## config.mk

```make
export PLATFORM = sky130hd
export DESIGN_NAME = frame_loader
export DESIGN_NICKNAME = d
export VERILOG_FILES = /design/src/rtl/matrix_pkg.sv /design/src/rtl/byte_packer.sv /design/src/rtl/frame_loader.sv
export SDC_FILE = /design/constraint.sdc
export NUM_CORES = 1
export LEC_CHECK = 0
export CORE_MARGIN = 2
export CORE_UTILIZATION = 28
export CTS_CLUSTER_SIZE = 40
export DETAILED_ROUTE_END_ITERATION = 6
export GPL_TIMING_DRIVEN = 0
export SYNTH_ARGS = -nofsm -noshare
export SYNTH_HDL_FRONTEND = slang
export SYNTH_SLANG_ARGS = --single-unit
```

## constraint.sdc

```tcl
create_clock -name clk -period 4.4 [get_ports clk]
set_clock_uncertainty 0.2 [all_clocks]
set_input_delay 0.88 -clock clk [delete_from_list [all_inputs] [get_ports clk]]
set_output_delay 0.88 -clock clk [all_outputs]
set_load 0.005 [all_outputs]
```

## src/rtl/matrix_pkg.sv

```systemverilog
`default_nettype none
// ============================================================================
// Module   : matrix_pkg
// Purpose  : Shared types and constants for the frame loader slice.
//            Provides the loader state enum, the word packing width and the
//            RAM word-address width.
// Ports    : none (package)
// Options  : FRAME_LOADER_CHECKSUM_EN adds the CHECK state to the enum.
// Revision : 1.0 - initial release
// ============================================================================
package matrix_pkg;

    localparam int BYTES_PER_WORD = 4;
    localparam int ADDR_W         = 10;
    localparam int IDX_W          = $clog2(BYTES_PER_WORD);

`ifdef FRAME_LOADER_CHECKSUM_EN
    typedef enum logic [2:0] {
        ST_IDLE   = 3'd0,
        ST_TOP    = 3'd1,
        ST_BOTTOM = 3'd2,
        ST_DONE   = 3'd3,
        ST_CHECK  = 3'd4
    } state_t;
`else
    typedef enum logic [1:0] {
        ST_IDLE   = 2'd0,
        ST_TOP    = 2'd1,
        ST_BOTTOM = 2'd2,
        ST_DONE   = 2'd3
    } state_t;
`endif

endpackage
`default_nettype wire

```

## src/rtl/byte_packer.sv

```systemverilog
`default_nettype none
// ============================================================================
// Module   : byte_packer
// Purpose  : Collects accepted bytes into little-endian 32-bit words. The
//            first three bytes are held in a register; the word is presented
//            combinationally together with word_valid in the cycle the fourth
//            byte is accepted, so the caller registers it at that edge.
// Ports    : clk, reset (async, active-high)
//            clear      - drop any partial word, restart at byte index 0
//            accept     - byte_in is being taken this cycle
//            byte_in    - data byte
//            word       - {byte_in, byte2, byte1, byte0}
//            word_valid - fourth byte of a word accepted this cycle
// Revision : 1.0 - initial release
// ============================================================================
module byte_packer
    import matrix_pkg::*;
(
    input  logic        clk,
    input  logic        reset,
    input  logic        clear,
    input  logic        accept,
    input  logic [7:0]  byte_in,
    output logic [31:0] word,
    output logic        word_valid
);

    localparam logic [IDX_W-1:0] C_LAST_IDX = IDX_W'(BYTES_PER_WORD - 1);

    logic [IDX_W-1:0] r_idx;
    logic [23:0]      r_bytes;

    // Only the index needs clearing; stale byte lanes are always overwritten
    // before they can reach a completed word.
    always_ff @(posedge clk or posedge reset) begin
        if (reset) begin
            r_idx   <= '0;
            r_bytes <= '0;
        end else if (clear) begin
            r_idx   <= '0;
        end else if (accept) begin
            r_idx <= (r_idx == C_LAST_IDX) ? '0 : r_idx + 1'b1;
            case (r_idx)
                2'd0:    r_bytes[7:0]   <= byte_in;
                2'd1:    r_bytes[15:8]  <= byte_in;
                2'd2:    r_bytes[23:16] <= byte_in;
                default: ;
            endcase
        end
    end

    assign word       = {byte_in, r_bytes};
    assign word_valid = accept && !clear && (r_idx == C_LAST_IDX);

endmodule
`default_nettype wire

```

## src/rtl/frame_loader.sv

```systemverilog
`default_nettype none
// ============================================================================
// Module   : frame_loader
// Purpose  : Loads a byte stream into two RAM halves. After sof, bytes are
//            packed into 32-bit words and written to RAM_Top addresses
//            0..WORDS_PER_HALF-1, then to RAM_Bottom over the same range,
//            after which frame_done pulses for one cycle. A sof inside a
//            frame aborts it and restarts at the top half.
// Params   : WORDS_PER_HALF - words per RAM half (1..1024)
// Ports    : clk, reset (async, active-high)
//            sof, byte_in[7:0], byte_valid / byte_ready - input stream
//            top_data_in[31:0], top_write_addr[9:0], top_write_enable
//            bottom_data_in[31:0], bottom_write_addr[9:0], bottom_write_enable
//            frame_done - one-cycle completion pulse
//            busy       - high outside IDLE
//            checksum_err - (FRAME_LOADER_CHECKSUM_EN only) XOR of frame
//                           bytes differs from the trailer byte
// Options  : FRAME_LOADER_CHECKSUM_EN - adds CHECK state, trailer byte and
//            checksum_err output.
// Revision : 1.0 - initial release
// ============================================================================
module frame_loader
    import matrix_pkg::*;
#(
    parameter int WORDS_PER_HALF = 1024
) (
    input  logic              clk,
    input  logic              reset,
    input  logic              sof,
    input  logic [7:0]        byte_in,
    input  logic              byte_valid,
    output logic              byte_ready,
    output logic [31:0]       top_data_in,
    output logic [ADDR_W-1:0] top_write_addr,
    output logic              top_write_enable,
    output logic [31:0]       bottom_data_in,
    output logic [ADDR_W-1:0] bottom_write_addr,
    output logic              bottom_write_enable,
    output logic              frame_done,
    output logic              busy
`ifdef FRAME_LOADER_CHECKSUM_EN
    ,
    output logic              checksum_err
`endif
);

    localparam logic [ADDR_W-1:0] C_LAST_ADDR = ADDR_W'(WORDS_PER_HALF - 1);

    state_t            r_state;
    state_t            w_state_next;
    logic [ADDR_W-1:0] r_addr;
    logic              w_in_frame;
    logic              w_accept;
    logic              w_pack_accept;
    logic              w_last_word;
    logic [31:0]       w_word;
    logic              w_word_valid;

    // sof wins over a byte offered in the same cycle: that byte is dropped.
    assign w_in_frame    = (r_state == ST_TOP) || (r_state == ST_BOTTOM);
    assign w_accept      = byte_valid && byte_ready && !sof;
    assign w_pack_accept = w_accept && w_in_frame;
    assign w_last_word   = (r_addr == C_LAST_ADDR);

    byte_packer u_packer (
        .clk        (clk),
        .reset      (reset),
        .clear      (sof),
        .accept     (w_pack_accept),
        .byte_in    (byte_in),
        .word       (w_word),
        .word_valid (w_word_valid)
    );

    always_ff @(posedge clk or posedge reset) begin
        if (reset) begin
            r_state <= ST_IDLE;
        end else begin
            r_state <= w_state_next;
        end
    end

    always_comb begin
        w_state_next = r_state;
        byte_ready   = 1'b0;
        case (r_state)
            ST_IDLE: begin
                if (sof) w_state_next = ST_TOP;
            end
            ST_TOP: begin
                byte_ready = 1'b1;
                if (sof)                              w_state_next = ST_TOP;
                else if (w_word_valid && w_last_word) w_state_next = ST_BOTTOM;
            end
            ST_BOTTOM: begin
                byte_ready = 1'b1;
                if (sof) begin
                    w_state_next = ST_TOP;
                end else if (w_word_valid && w_last_word) begin
`ifdef FRAME_LOADER_CHECKSUM_EN
                    w_state_next = ST_CHECK;
`else
                    w_state_next = ST_DONE;
`endif
                end
            end
`ifdef FRAME_LOADER_CHECKSUM_EN
            ST_CHECK: begin
                byte_ready = 1'b1;
                if (sof)           w_state_next = ST_TOP;
                else if (w_accept) w_state_next = ST_DONE;
            end
`endif
            ST_DONE: begin
                w_state_next = ST_IDLE;
            end
            default: begin
                w_state_next = ST_IDLE;
            end
        endcase
    end

    assign frame_done = (r_state == ST_DONE);
    assign busy       = (r_state != ST_IDLE);

    // Write port registers: data and address are captured at the edge that
    // accepts the fourth byte, so they are stable during the one-cycle strobe.
    // The half is chosen from the state at that edge, which keeps the final
    // top word in the top RAM even though the state moves on at the same edge.
    always_ff @(posedge clk or posedge reset) begin
        if (reset) begin
            r_addr              <= '0;
            top_data_in         <= '0;
            top_write_addr      <= '0;
            top_write_enable    <= 1'b0;
            bottom_data_in      <= '0;
            bottom_write_addr   <= '0;
            bottom_write_enable <= 1'b0;
        end else begin
            top_write_enable    <= 1'b0;
            bottom_write_enable <= 1'b0;
            if (sof) begin
                r_addr <= '0;
            end else if (w_word_valid) begin
                if (r_state == ST_TOP) begin
                    top_data_in      <= w_word;
                    top_write_addr   <= r_addr;
                    top_write_enable <= 1'b1;
                end else begin
                    bottom_data_in      <= w_word;
                    bottom_write_addr   <= r_addr;
                    bottom_write_enable <= 1'b1;
                end
                r_addr <= w_last_word ? '0 : r_addr + 1'b1;
            end
        end
    end

`ifdef FRAME_LOADER_CHECKSUM_EN
    logic [7:0] r_xor;

    // The trailer itself is not folded into the accumulator; it is compared
    // against it, and the verdict appears with frame_done.
    always_ff @(posedge clk or posedge reset) begin
        if (reset) begin
            r_xor        <= '0;
            checksum_err <= 1'b0;
        end else if (sof) begin
            r_xor        <= '0;
            checksum_err <= 1'b0;
        end else if (w_pack_accept) begin
            r_xor <= r_xor ^ byte_in;
        end else if ((r_state == ST_CHECK) && w_accept) begin
            checksum_err <= (r_xor != byte_in);
        end
    end
`endif

endmodule
`default_nettype wire

```

# Word level (Yosys, flattened, before mapping)
# Index checks and enable logic that the tools add are counted.
dict set report word_totals {
  ff_bits 124
  output_inout_bits 89
}
dict set report op_classes {
  addsub 2
  eq_ne 10
  mux 19
  n_bitwise 2
  reduce_logical 20
}
# operator count
set op_table {}
lappend op_table {{$mux 10} 3}
lappend op_table {{$reduce_and 3->1} 6}
lappend op_table {{$mux 2} 8}
lappend op_table {{$add 10x1->10 const B} 1}
lappend op_table {{$eq 10x10->1 const B} 1}
lappend op_table {{$eq 2x2->1 const B} 4}
lappend op_table {{$pmux 2 s4} 1}
lappend op_table {{$mux 1} 7}
lappend op_table {{$logic_and 1x1->1} 6}
lappend op_table {{$ne 3x2->1 const B} 2}
lappend op_table {{$reduce_bool 2->1} 3}
lappend op_table {{$eq 2x1->1 const B} 2}
lappend op_table {{$logic_not 2->1} 2}
lappend op_table {{$add 2x1->2 const B} 1}
lappend op_table {{$ne 2x2->1 const B} 1}
lappend op_table {{$not 1->1} 2}
lappend op_table {{$reduce_or 2->1} 1}
lappend op_table {{$logic_not 1->1} 1}
lappend op_table {{$logic_or 1x1->1} 1}

# Depth between registers and ports, before layout
# Gate-level depths: netlist of run 1.
dict set report depth {
  ltp_word 12
  depth_mapped 7
  ltp_nobuf 6
}

# Modules after synthesis
# Synthesis of run 1 repeated with hierarchy kept, for this count alone.
dict set report hier_totals {
  hier_cells 346
  area_unflattened_um2 5142.4
}
# module instances cells_each area_per_inst_um2
set modules_own_cells {}
lappend modules_own_cells {frame_loader 1 271 3982.6}
lappend modules_own_cells {byte_packer 1 75 1159.9}

# Worst setup path after synthesis of run 1
# OpenSTA, ideal clock, no wires.
dict set report synth_timing {
  path_type {input to register}
  start {input sof}
  end {register r_state[0]}
  setup_time_ns 0.123
  arrival_time_ns 1.959
  required_time_ns 4.077
  path_slack_ns 2.118
  path_stages 4
  n_path_buf 0
  path_cell_list {nand4b_4 -> or4_4 -> a21o_1 -> o221a_1}
}
dict set report synth_between {
  elab_chain_len 8
  elab_cells_between_ends 13
}
# element line_no
set synth_lines {}
lappend synth_lines {{start, declared} frame_loader.sv:29} ;# input logic sof,
lappend synth_lines {{$logic_not 1->1} {byte_packer.sv:53, frame_loader.sv:61}}
lappend synth_lines {{$logic_and 1x1->1} frame_loader.sv:61} ;# assign w_accept = byte_valid && byte_ready && !sof;
lappend synth_lines {{$logic_and 1x1->1} frame_loader.sv:62} ;# assign w_pack_accept = w_accept && w_in_frame;
lappend synth_lines {{$logic_and 1x1->1 (2 in a row)} byte_packer.sv:53} ;# assign word_valid = accept && !clear && (r_idx == C_LAST_IDX);
lappend synth_lines {{$logic_and 1x1->1} {frame_loader.sv:93, frame_loader.sv:99}}
lappend synth_lines {{$ne 3x2->1 (no source line)} --}
lappend synth_lines {{$reduce_and 3->1 (no source line)} --}
lappend synth_lines {{end signal, assigned} frame_loader.sv:79} ;# r_state <= w_state_next;
lappend synth_lines {{end, declared} frame_loader.sv:49} ;# state_t r_state;
# Several ways; a longest one is shown, not always the timed one.
# A chain may end at the register's enable or synchronous reset.

# Final worst setup path of run 1
dict set report layout_timing {
  start {register r_state[0]}
  end {output byte_ready}
}
dict set report layout_between {
  elab_chain_len 3
  elab_cells_between_ends 4
}
# element line_no
set layout_lines {}
lappend layout_lines {{$eq 2x1->1 / $eq 2x2->1 (equally long branches)} frame_loader.sv:86} ;# case (r_state)
lappend layout_lines {{$reduce_or 2->1 (no source line) (*)} --}
lappend layout_lines {{$mux 1 (*)} frame_loader.sv:86}
lappend layout_lines {{end, declared} frame_loader.sv:32} ;# output logic byte_ready,
# Every way passes the cells marked *; elsewhere a longest branch is shown, timed or not.

==> results of run 1 <==
-- logic make-up after synthesis --
logic type / synth area share, %
DFF: 62.8
muxes: 24.8
and+or+nand+nor: 5.06
buffers and inverters: 1.64
AOI/OAI and AO/OA: 2.33
adders and majority gates: 2.53
xor gates and xnor gates: 0.886
-- where the power goes --
part | switching (mW) | total, mW | internal [mW]
sequential | 0.0963 | 1.38 | 1.28
combinational | 0.155 | 0.372 | 0.218
clock | 0.508 | 1.30 | 0.794
-- per-stage QoR --
stage	instance area (µm²)	utilization [%]	TNS [ns]	setup slack (ns)
final	6820	39.4	0	1.39
after CTS	6820	39.4	0	1.36
after global routing	6820	39.4	0	1.27
after global placement	6230	36.0	-198.82	-1.62
after floorplan	4940	-	0	0.0208
after detailed placement	6260	36.2	0	1.12
-- critical path, cell delays in order (launching register included) --
cell	delay (ns)
dfrtp_1	0.41
inv_1	0.12
ha_1	0.42
clkdlybuf4s50_1	0.57
-- layout by cell type (no fill, tap or decap), types with 3 or more instances in the layout --
cell type | netlist | layout
inv_1 | 10 | 9
ha_1 | 10 | 10
clkdlybuf4s50_1 | 0 | 100
dfrtp_1 | 124 | 124
o21ai_0 | 5 | 5
nand2_1 | 13 | 13
clkbuf_1 | 1 | 3
nor2_1 | 16 | 16
mux2_2 | 108 | 108
clkbuf_16 | 0 | 17
clkinvlp_4 | 0 | 4
inv_6 | 0 | 4
buf_2 | 8 | 8
xnor2_1 | 5 | 5
nand3_1 | 3 | 3
-- final timing paths --
path | slack, ns | to | cells past startpoint | startpoint
setup / recovery | 1.39 | byte_ready | 3 | r_state[0]
hold / removal | 0.30 | bottom_data_in[14] | 1 | bottom_data_in[14]
setup reg to reg | 1.65 | bottom_data_in[2] | 6 | r_state[0]
hold reg to reg | 0.30 | bottom_data_in[14] | 1 | bottom_data_in[14]
max in group asynchronous | 2.64 | top_data_in[22] | 3 | reset
min in group asynchronous | 0.60 | bottom_write_enable | 2 | reset
-- synth_stat cells, types with 2 or more instances --
| master | n | share of area [%] |
|---|---|---|
| ha_1 | 10 | 2.5 |
| buf_2 | 8 | 0.81 |
| a21oi_1 | 2 | 0.20 |
| xnor2_1 | 5 | 0.89 |
| nand2_1 | 13 | 0.99 |
| dfrtp_1 | 124 | 63 |
| nor3_1 | 2 | 0.20 |
| inv_1 | 10 | 0.76 |
| nor2_1 | 16 | 1.2 |
| mux2_2 | 108 | 25 |
| nand3_1 | 3 | 0.30 |
| a21o_1 | 2 | 0.30 |
| nor4_1 | 2 | 0.25 |
| o21ai_0 | 5 | 0.51 |
-- sequential cells by signal, indices dropped and copies added, names as in the netlist --
name and cells:
u_packer.r_bytes 24, top_write_enable 1, bottom_data_in 32, r_addr 10, top_write_addr 10, r_state 2, bottom_write_enable 1, bottom_write_addr 10
u_packer.r_idx 2, top_data_in 32
-- cell type report --
class                      count  area (µm²)  area share, %
inverter                      10        42.5          0.624
sequential                   124        3100           45.5
timing repair buffer         101        1030           15.1
multi-input combinational    185        1760           25.8
clock buffer                  20         447           6.55
clock inverter                12         114           1.67
tap                          225         282           4.13
buffer                         9        43.8          0.642
-- layer usage --
metal / GRT usage [%] / up-vias / share of wire [%]
met4: 5.73 / 0 / 1.9
met5: 0 / - / 0
met3: 5.11 / 17 / 6.9
met2: 21.0 / 95 / 47
met1: 15.6 / 1564 / 44
li1: - / 1413 / -
==> flow_summary.yaml, run 1 <==
grt:
  grt_pass1_vias: 3312
  antenna_found_initial: 0
  overflow: 0
  grt_pass1_wl_mm: 18.1
  grt_max_degree: 99
  track_usage_pct: 13.1
power:
  p_leak_nw: 3.20
  power_mw: 3.05
  ir_drop_mv: 0.255
  power_density_nw_per_um2: 448
floorplanning:
  fp-row-count: 48
  start_util_pct: 28.6
  chipHeight_um: 137
  io_pins: 101
  die_width_um: 137
  die_area_um2: 18700
  core-area_um2: 17300
yosys:
  ys_types: 32
  synth.net_count: 350
  synth.cell_area_um2: 4940
  postSynthCellCount: 328
  synth-edff-count: 0
  ys_seq_area_share_pct: 62.8
  synth-seq-cells: 124
  yosys_warnings: 0
  syn_area_per_cell_um2: 15.1
  ys.flop_type: "dfrtp_1"
  postSynth.asyncResetShare_pct: 100
status:
  status: "completed"
sta:
  fmax_mhz: 332
  relSlewSlack_pct: 50.0
  hold_ws_ns: 0.302
  finalCritPeriodShare_pct: 68.4
  tightest_slew_ns: 0.746
  rsz0062_at_grt: "no"
  hold_violations: 0
  slew_viol_final: 0
  setup_viol: 0
  period_needed_ns: 3.01
min_path:
  hold_class: "flip-flop to flip-flop"
final_layout:
  post_layout_nonfiller_instances: 686
  area_growth_syn_to_layout_pct: 37.9
  fillerInstances: 1609
  layout-drive-gt1-share_pct: 33.4
  antenna_cells: 0
  nNetsFinal: 470
clocking:
  clk_path_buf_depth: 2
  cts_tree: "done"
  post_cts_buffers: 0
  clockRootBuffer: "clkbuf_16"
  cts_hold_buf: 0
  clk_pin_slew_worst_paths_ns: 0.05
  clk-insertion-delay-late_ns: 0.41
  ctsHtreeMaxLevel: 4
  cts_made_buffers: 17
  cts.repair.resized: 0
  cts.sinks: 124
detailed_routing:
  vias: 3089
  wl_per_cell_um: 16.4
  routed_via_density: 4.50
  drc_errors: 0
  routed_wl_mm: 11.3
  dr.first_iter.drc_count: 60
  final_antenna_net_count: 0
  drt-pass1-iter-count: 4
placed_design:
  dp_cells: 654
  port_buffers: 100
  dp_hpwl_mm: 7.81
  gp_congestion: 0.782
critical_path:
  cp.arrival_ns: 1.93
  crit_path_start_kind: "flip-flop"
  path_max_fanout: 5
  critPathRequiredTime_ns: 3.32
  crit_path_end_kind: "output port"
  critical_path_class: "flip-flop to output port"
job:
  max_cap_violations: 0
(Power assumes the default switching activity.)
==> inputs of run 2 (changes only) <==
==> constraint.sdc (replaced) <==
create_clock -name clk -period 2.5 [get_ports clk]
set_clock_uncertainty 0.2 [all_clocks]
set_input_delay 0.5 -clock clk [delete_from_list [all_inputs] [get_ports clk]]
set_output_delay 0.5 -clock clk [all_outputs]
set_load 0.005 [all_outputs]
==> run 2 against run 1 <==
Core utilization rose by 0.84 points. Flip-flop and latch count did not move. Design area rose by 2.1%. Global-route usage rose by 0.36 points. Via count rose by 0.49%. Cell count rose by 0.58%. Critical path depth did not move. First-iteration DRC count rose by 87%. Critical path type unchanged. Critical endpoint unchanged.
==> flow_summary.yaml, run 2 (same netlist as run 1, synthesis figures left out) <==
critical_path:
  crit_end: "byte_ready"
  r2r_cells: 7
  rrSetupSlack_ns: 0.11
  cp.arrival_ns: 1.75
  crit_path_end_kind: "output port"
  critPathRequiredTime_ns: 1.80
  crit_path_start_kind: "flip-flop"
  path_max_fanout: 5
  critical_path_class: "flip-flop to output port"
  r2r-start: "r_state[1]"
  crit_path_start: "r_state[1]"
  r2r_end: "r_addr[9]"
final_layout:
  layout-drive-gt1-share_pct: 35.1
  layout_common_cells: "124 x dfrtp_1, 108 x mux2_2, 100 x clkdlybuf4s50_1"
  fin_util_pct: 40.3
  area_growth_syn_to_layout_pct: 40.9
  antenna_cells: 0
  biggestRegsByFlops: "bottom_data_in: 32 flops, top_data_in: 32 flops, u_packer.r_bytes: 24 flops"
  final_common_cell: "dfrtp_1"
  nNetsFinal: 475
power:
  p_clk_share_pct: 44.9
  p_switching_mw: 1.32
  combPwrFrac_pct: 12.4
  power_density_nw_per_um2: 821
  switching_share_pct: 23.2
  power_mw: 5.72
  p_leak_nw: 3.27
  p_int_mw: 4.40
  ir_drop_mv: 0.593
  p_seq_share_pct: 42.7
clocking:
  clk_pin_slew_worst_paths_ns: 0.05
  cts_tree: "done"
  cts.sinks: 124
  ctsHtreeMaxLevel: 4
  clk-insertion-delay-late_ns: 0.41
  clk_path_buf_depth: 2
  clockRootBuffer: "clkbuf_16"
  cts_made_buffers: 17
sta:
  period_needed_ns: 2.45
  hold_violations: 0
  fmax_mhz: 409
  fin_setup_tns_ns: 0
  tightest_slew_ns: 0.875
  relSlewSlack_pct: 41.5
  finalCritPeriodShare_pct: 97.8
  setup_viol: 0
  slew_viol_final: 0
  fin_ws_ns: 0.0544
grt:
  grt_pass1_vias: 3535
  antenna_found_initial: 0
  grt_pass1_wl_mm: 18.9
  track_usage_pct: 13.4
  grt_max_degree: 39
  overflow: 0
detailed_routing:
  routed_via_density: 4.50
  drc_errors: 0
  drt-pass1-iter-count: 4
  vias: 3104
  routed_wl_mm: 11.5
  wl_per_cell_um: 16.7
  dr.first_iter.drc_count: 112
  final_antenna_net_count: 0
min_path:
  hold_class: "flip-flop to flip-flop"
  worstHoldStart: "top_data_in[9]"
floorplanning:
  die_width_um: 137
  io_pins: 101
  chipHeight_um: 137
  fp-row-count: 48
  start_util_pct: 28.6
  core-area_um2: 17300
  die_area_um2: 18700
placed_design:
  gp_congestion: 0.765
  port_buffers: 100
  place_ws_ns: -0.418
  dp_hpwl_mm: 8.10
status:
  status: "completed"
job:
  max_cap_violations: 0
## run 2: power by group through the flow
stage	sequential, mW	clock, mW	combinational [mW]
after global placement	2.45	0	0.632
after floorplan	2.41	0	0.408
final	2.44	2.57	0.709
after CTS	2.45	2.64	0.696
after detailed placement	2.48	0	0.674
after global routing	2.48	2.74	0.797
## run 2: worst min path at each step
stage	slack (ns)	depth (start not counted)	to
finish	0.30	1	top_data_in[9]
CTS	0.31	1	top_data_in[31]
global placement	0.29	1	top_data_in[26]
detailed placement	0.29	1	top_data_in[31]
floorplan	0.29	1	top_data_in[21]
global route	0.32	1	bottom_data_in[26]
## run 2: per-stage QoR
stage | std cells | cell area (µm²) | hold WS, ns
detailed placement | 656 | 6300 | 0.292
floorplan | 328 | 4950 | 0.292
global route | 690 | 6970 | 0.321
global placement | 653 | 6230 | 0.289
finish | 690 | 6970 | 0.300
CTS | 687 | 6940 | 0.305
## run 2: metal layers
layer	routed length, µm	global-route usage, %
met4	110	4.75
met3	915	5.44
met5	0	0
met2	5500	22.1
met1	4970	15.9
## run 2: timing repair
| action | CTS | global route |
|---|---|---|
| hold buffers | 0 | 0 |
| setup buffers | 0 | 3 |
| resized for setup | 4 | 2 |
| setup endpoints to repair | 80 | 71 |
| pin swaps | 0 | 1 |
## run 2: cell type report
type	instances	area (µm²)
Inverter	10	41.3
Multi-Input combinational cell	185	1780
Clock buffer	20	457
Timing Repair Buffer	106	1090
Fill cell	1591	10300
Sequential cell	124	3100
Buffer	9	43.8
Clock inverter	11	165
Tap cell	225	282
## run 2: worst max-delay path: stages, from the launching register on
cell and delay, ns:
dfrtp_1 0.39, inv_1 0.12, ha_4 0.32, clkdlybuf4s50_1 0.51
